**config.mk**
```make
export PLATFORM = sky130hd
export DESIGN_NAME = count_seq
export DESIGN_NICKNAME = d
export VERILOG_FILES = /design/src/rtl/count_seq.sv
export SDC_FILE = /design/constraint.sdc
export NUM_CORES = 1
export LEC_CHECK = 0
export BUFFER_PORTS_ARGS = -buffer_cell sky130_fd_sc_hd__buf_2
export CORE_ASPECT_RATIO = 1.25
export CORE_UTILIZATION = 54
export DETAILED_ROUTE_END_ITERATION = 10
export PLACE_DENSITY = 0.78
export REMOVE_ABC_BUFFERS = 1
export SLEW_MARGIN = 20
export SYNTH_ARGS = -nofsm -noshare
export SYNTH_HDL_FRONTEND = slang
export SYNTH_SLANG_ARGS = --single-unit
```
**constraint.sdc**
```tcl
create_clock -name clk -period 2.1 [get_ports clk]
set_clock_uncertainty 0.05 [all_clocks]
set_input_delay 0.105 -clock clk [delete_from_list [all_inputs] [get_ports clk]]
set_output_delay 0.105 -clock clk [all_outputs]
set_load 0.05 [all_outputs]
```
**src/rtl/count_seq.sv**
```systemverilog
// count_seq: sequences one to four back-to-back runs of a downstream down-counter.
// Each run issues a start pulse, waits for the counter to arm (go non-zero) and
// then waits for it to drain back to zero. Both waits are bounded, and an expired
// bound raises a sticky timeout flag. All outputs come straight from flops.
module count_seq #(
    parameter int ARM_TO = 4,   // max ARM cycles for cnt_down to leave zero
    parameter int RUN_TO = 20   // max WAIT cycles for cnt_down to return to zero
) (
    input  logic       clk,
    input  logic       areset_n,
    input  logic       req_valid,
    input  logic [1:0] req_runs,
    output logic       req_ready,
    input  logic [3:0] cnt_down,
    output logic       count_down_start,
    output logic       busy,
    output logic       done_pulse,
    output logic [7:0] runs_done,
    output logic       timeout_err
);

    typedef enum logic [2:0] {
        S_IDLE,
        S_START,
        S_ARM,
        S_WAIT,
        S_GAP,
        S_DONE
    } state_t;

    localparam int MAX_TO = (ARM_TO > RUN_TO) ? ARM_TO : RUN_TO;
    localparam int CW     = $clog2(MAX_TO + 1);

    localparam logic [CW-1:0] ARM_LAST = CW'(ARM_TO - 1);
    localparam logic [CW-1:0] RUN_LAST = CW'(RUN_TO - 1);

    state_t        state;
    logic [1:0]    remaining;   // runs still to go after the current one
    logic [CW-1:0] cyc;         // cycles spent in the current ARM or WAIT visit

    // Single-process FSM: state, counters and every output register update together.
    always_ff @(posedge clk) begin
        // NOTE: all state here is plain flops (no memories), so every register
        // gets an explicit reset value; non-blocking assignments keep the update
        // order-independent within the block.
        if (!areset_n) begin
            state            <= S_IDLE;
            remaining        <= 2'd0;
            cyc              <= '0;
            req_ready        <= 1'b1;
            count_down_start <= 1'b0;
            busy             <= 1'b0;
            done_pulse       <= 1'b0;
            runs_done        <= 8'd0;
            timeout_err      <= 1'b0;
        end else begin
            // NOTE: pulse outputs default low each cycle; only the transitions
            // that enter START or DONE raise them, so they last one cycle.
            count_down_start <= 1'b0;
            done_pulse       <= 1'b0;

            case (state)
                S_IDLE: begin
                    if (req_valid) begin
                        remaining        <= req_runs;
                        timeout_err      <= 1'b0;
                        state            <= S_START;
                        count_down_start <= 1'b1;
                        busy             <= 1'b1;
                        req_ready        <= 1'b0;
                    end
                end

                S_START: begin
                    state <= S_ARM;
                    cyc   <= '0;
                end

                S_ARM: begin
                    if (cnt_down != 4'd0) begin
                        state <= S_WAIT;
                        cyc   <= '0;
                    end else if (cyc == ARM_LAST) begin
                        timeout_err <= 1'b1;
                        state       <= S_IDLE;
                        busy        <= 1'b0;
                        req_ready   <= 1'b1;
                        cyc         <= '0;
                    end else begin
                        cyc <= cyc + CW'(1);
                    end
                end

                S_WAIT: begin
                    // Completion is tested first so a drain seen on the last
                    // allowed cycle still counts as a finished run.
                    if (cnt_down == 4'd0) begin
                        if (runs_done != 8'hFF) begin
                            runs_done <= runs_done + 8'd1;
                        end
                        cyc <= '0;
                        if (remaining != 2'd0) begin
                            remaining <= remaining - 2'd1;
                            state     <= S_GAP;
                        end else begin
                            state      <= S_DONE;
                            done_pulse <= 1'b1;
                        end
                    end else if (cyc == RUN_LAST) begin
                        timeout_err <= 1'b1;
                        state       <= S_IDLE;
                        busy        <= 1'b0;
                        req_ready   <= 1'b1;
                        cyc         <= '0;
                    end else begin
                        cyc <= cyc + CW'(1);
                    end
                end

                S_GAP: begin
                    state            <= S_START;
                    count_down_start <= 1'b1;
                end

                S_DONE: begin
                    state     <= S_IDLE;
                    busy      <= 1'b0;
                    req_ready <= 1'b1;
                end

                default: begin
                    state     <= S_IDLE;
                    busy      <= 1'b0;
                    req_ready <= 1'b1;
                end
            endcase
        end
    end

endmodule

```
### Word-level counts from Yosys, hierarchy flattened

Index checks and enable logic that the tools add are counted.

| operators by class | value |
|---|---|
| add/subtract/negate cells | 3 |
| equality and inequality tests | 16 |
| multiplexer cells | 32 |
| bitwise gates (word level) | 1 |
| reductions and logical operators | 14 |

Operator list:

| kind | count |
|---|---|
| 5-bit 2-to-1 mux | 4 |
| 3-bit 2-to-1 mux | 5 |
| 3-bit case mux with 5 select lines | 1 |
| 5-bit case mux with 3 select lines | 1 |
| 2-bit != test, second input constant | 7 |
| 1-bit 2-to-1 mux | 13 |
| 6-bit AND reduction | 2 |
| 3-bit AND reduction | 3 |
| 8-bit by 1-bit adder with 8-bit output, second input constant | 1 |
| 8-bit != test, second input constant | 1 |
| 1-bit case mux with 4 select lines | 2 |
| 3-bit by 2-bit equality test with 1-bit output, second input constant | 2 |
| 2-bit 2-to-1 mux | 3 |
| 3-bit != test, second input constant | 2 |
| 3-bit nonzero test | 2 |
| 5-bit by 1-bit adder with 5-bit output, second input constant | 1 |
| 5-bit by 2-bit equality test with 1-bit output, second input constant | 1 |
| 5-bit equality test, second input constant | 1 |
| 4-bit zero test | 1 |
| 2-bit case mux with 2 select lines | 1 |
| 4-bit AND reduction | 1 |
| 2-bit nonzero test | 2 |
| 4-bit nonzero test | 1 |
| 3-bit by 1-bit equality test with 1-bit output, second input constant | 1 |
| other kinds (7) | 7 |

| storage, ports and cells | value |
|---|---|
| register bits | 23 |
| input port bits | 9 |
| output and inout bits | 13 |

### Depth between registers and ports, before layout

| depth | value |
|---|---|
| depth after elaboration | 4 |
| depth in mapped cells | 6 |
| mapped depth without buffers | 6 |

### Worst setup path before layout

OpenSTA, ideal clock, no wires.

| timing | value |
|---|---|
| kind | reg-to-reg |
| start point | register runs_done[0] |
| end point | register runs_done[3] |
| library setup time | 0.128 ns |
| data arrival time | 1.629 ns |
| data required time | 1.922 ns |
| slack | 0.293 ns |
| cell stages (with the launch flop) | 6 |
| path buffers | 0 |
| period minus slack after synthesis | 1.807 ns |
| path through | dfxtp_1 > ha_1 > nand3_1 > o2111ai_1 > xor2_1 > nor2_1 |

| on the way | value |
|---|---|
| word-level cells in the longest chain between the ends | 2 |
| elaborated cells on any way between the ends | 3 |
| those cells by class | 1 x add/sub; 1 x eq/ne; 1 x reduce/logical |

RTL lines:

| element | RTL line | text |
|---|---|---|
| start: declaration | 18 | `output logic [7:0] runs_done,` |
| start signal: assignment | 99 | `runs_done <= runs_done + 8'd1;` |
| branches (longest 2 deep; another with 8-bit by 1-bit adder with 8-bit output) | -- |  |

Parallel ways; which one is timed is not known.
A chain may end at the register's enable or synchronous reset.

### Final worst setup path

| timing | value |
|---|---|
| start point | register cyc[0] |
| end point | register cyc[4] |

| on the way | value |
|---|---|
| word-level cells in the longest chain between the ends | 4 |
| elaborated cells on any way between the ends | 8 |
| those cells by class | 1 x add/sub; 2 x eq/ne; 5 x mux |

RTL lines:

| element | RTL line | text |
|---|---|---|
| start: declaration | 39 | `logic [CW-1:0] cyc;` |
| start signal: assignment | 90 | `cyc <= cyc + CW'(1);` |
| start signal: assignment | 116 | `cyc <= cyc + CW'(1);` |
| 5-bit by 1-bit adder with 5-bit output (tied with other cells) | 90, 116 |  |
| 5-bit 2-to-1 mux, on equally long branches | 109, 83 |  |
| 5-bit 2-to-1 mux, on equally long branches | 97, 80 |  |
| 5-bit case mux with 3 select lines (*) | 62 | `case (state)` |

Every way passes the cells marked *; elsewhere a longest branch is shown, timed or not.

==> impl_metrics.py <==
metrics = {
    "synthesis": {
        "synth_ff_type": "dfxtp_1",
        "syn_avg_cell_area_um2": 8.75,
        "syn_inst": 138,
        "yosysWarningCount": 0,
        "synth_edf_count": 0,
        "synthTopCellsByArea": "dfxtp_1 (38%), a21oi_1 (5.4%), nor3_1 (3.7%)",
        "async_flop_share": 0,
        "synth.top_cell.area_share": 0.381,
        "synth_area_leader_cell": "dfxtp_1",
        "synth_area_mm2": 0.00121,
        "ys_types": 46,
        "synth_seq_cells": 23,
        "ys_seq_area_frac": 0.381,
    },
    "final_layout": {
        "fin_area_mm2": 0.00137,
        "nNetsFinal": 175,
        "fin_util": 0.670,
        "diodes": 0,
        "fin_cells": 192,
        "syn2layout_area_growth_pct": 13.7,
        "drive_above_1_share": 0.222,
    },
    "detailed_routing": {
        "vias": 1133,
        "drt_iter0_markers": 16,
        "wire_per_inst_um": 13.1,
        "drtAntennaViolNets": 0,
        "drcViolationCount": 0,
        "first_pass_iters": 4,
        "vias_per_cell": 5.90,
        "totalWireLength_um": 2520,
    },
    "hold_path": {
        "min_from": "areset_n",
        "min-delay-path-class": "input pin to flop",
    },
    "global_route": {
        "grt_max_degree": 18,
        "grt_pass1_vias": 948,
        "grt.total_usage": 0.223,
        "grt_pass1_wl_um": 3970,
        "antenna_found_initial": 0,
        "grt_overflow_total": 0,
    },
    "critical_path": {
        "worstSetupEndpointType": "flop",
        "reg2reg_from": "cyc[0]",
        "endpoint": "cyc[4]",
        "worst-setup-path-type": "flop to flop",
        "worst-r2r-cell-count": 5,
        "start_kind": "flop",
        "required_ps": 2260,
        "path_max_fanout": 6,
        "timing.rr.end": "cyc[4]",
        "regToRegSetupSlack_ps": 300,
        "worstPathArrival_ps": 1960,
        "cp-startpoint": "cyc[0]",
    },
    "power": {
        "p_leak_nw": 0.531,
        "pwr-share-comb": 0.200,
        "p_per_area_mw_per_mm2": 615,
        "p_total_uw": 844,
        "vdd_drop_max_mv": 0.544,
        "p_switching_uw": 253,
        "p_seq_frac": 0.555,
        "p_int_uw": 592,
        "clock_power_share": 0.245,
        "swShare": 0.299,
    },
    "clocking": {
        "cts_tree": "done",
        "cts_made_buffers": 3,
        "cts_root_buf": "clkbuf_4",
        "cts_max_level": 1,
        "cts.sinks": 23,
        "clockBufferDepth": 2,
        "cts_setup_buffers": 0,
        "cts_hold_buf": 0,
        "clk_latency_ps": 320,
        "cts.reportedPaths.clkPinSlew_ps": 130,
        "cts-resized-gates": 0,
    },
    "placed_design": {
        "preCtsSetupSlack_ps": 320,
        "place_hpwl_um": 1800,
        "gp_congestion": 0.873,
        "numPortBuffers": 21,
        "dpl-instance-area_mm2": 0.00135,
        "dpl.cell_count": 188,
    },
    "timing": {
        "rsz0062_at_grt": "false",
        "min_period_over_period": 0.857,
        "finalSetupViolCount": 0,
        "fin_crit_ps": 1800,
        "tns_ps": 0,
        "layout_setup_ws_ps": 300,
        "max-slew-margin-rel": 0.614,
        "hold_viol": 0,
        "tightest_slew_ps": 572,
        "hold_ws_ps": 22.7,
        "slew_violations": 0,
        "max_clock_freq_mhz": 556,
    },
    "floorplanning": {
        "die_h_um": 54.9,
        "ios": 22,
        "num_rows": 18,
        "dieWidth_um": 44.3,
        "dieArea_mm2": 0.00243,
        "start_util": 0.589,
        "core_area_mm2": 0.00205,
    },
    "run_status": {
        "status": "complete, no violations",
    },
    "run": {
        "drv_cap": 0,
    },
}
-- worst min path at each step --
stage / endpoint / depth (start not counted)
6_report: state[0] / 2
5_1_grt: state[0] / 2
4_1_cts: state[0] / 2
3_5_place_dp: state[1] / 2
3_3_place_gp: remaining[1] / 3
2_1_floorplan: state[0] / 1
-- worst max-delay path: stages, from the launching register on --
cell and delay [ps]:
dfxtp_1 380, ha_1 240, nor4bb_1 560, nor3_2 170
o22ai_1 200, o21ai_0 100
-- flip-flops by register name (all words and copies together) (netlist names) --
name              count
busy                  1
state                 3
timeout_err           1
done_pulse            1
req_ready             1
count_down_start      1
runs_done             8
cyc                   5
remaining             2
-- cell families after synthesis --
| logic type | Yosys count | share of synthesized area |
|---|---|---|
| flip-flops | 23 | 0.381 |
| buffers and inverters | 11 | 0.0435 |
| multiplexers | 1 | 0.00829 |
| adder cells (fa/ha/maj) | 3 | 0.0311 |
| AO/OA/AOI/OAI | 44 | 0.239 |
| AND/OR/NAND/NOR | 53 | 0.275 |
| XOR/XNOR | 3 | 0.0218 |
-- placed cells by master (no fill, tap or decap), drive strengths merged, types with 2 or more instances in the layout --
master	Yosys	routed
and3	2	2
dfxtp	23	23
ha	3	3
nor4	2	2
clkbuf	2	4
nor2	8	8
or3	3	3
nand3	7	7
nand2	6	6
o22ai	3	3
nor3	10	10
nor2b	3	3
xor2	3	3
buf	2	24
o2111ai	2	2
a31oi	3	3
inv	6	6
o21a	3	3
and2	2	2
o21ai	10	10
a21oi	13	13
nand3b	2	2
or4	2	2
-- power groups by stage --
stage	combinational (mW)	sequential, mW	clock [mW]
floorplan	0.0850	0.505	0
global placement	0.164	0.477	0
detailed placement	0.168	0.478	0
CTS	0.168	0.468	0.215
global route	0.184	0.471	0.234
finish	0.169	0.468	0.207
-- cells in the mapped netlist, drive strengths merged, types with 2 or more instances --
cell type	number
or4	2
nor2b	3
or3	3
nor3	10
nor4	2
o21a	3
nand3	7
nor2	8
a31oi	3
buf	2
a21oi	13
clkbuf	2
nand3b	2
o2111ai	2
o21ai	10
nand2	6
and3	2
dfxtp	23
o22ai	3
and2	2
inv	6
xor2	3
ha	3
-- final cells by class --
| class | instances | area, µm² |
|---|---|---|
| clock buffers | 4 | 26.3 |
| fillers | 179 | 677 |
| inverters | 7 | 26.3 |
| multi-input cells | 104 | 694 |
| flip-flops and latches | 23 | 460 |
| well taps | 30 | 37.5 |
| repair buffers | 24 | 128 |
-- per-layer routing --
layer	up-vias	GRT usage	wire [µm]
met5	-	0	0
met4	0	0.106	40
met3	6	0.0396	98
met2	35	0.373	1190
met1	525	0.277	1190
li1	567	-	-
Power figures use the tool's default switching activity.
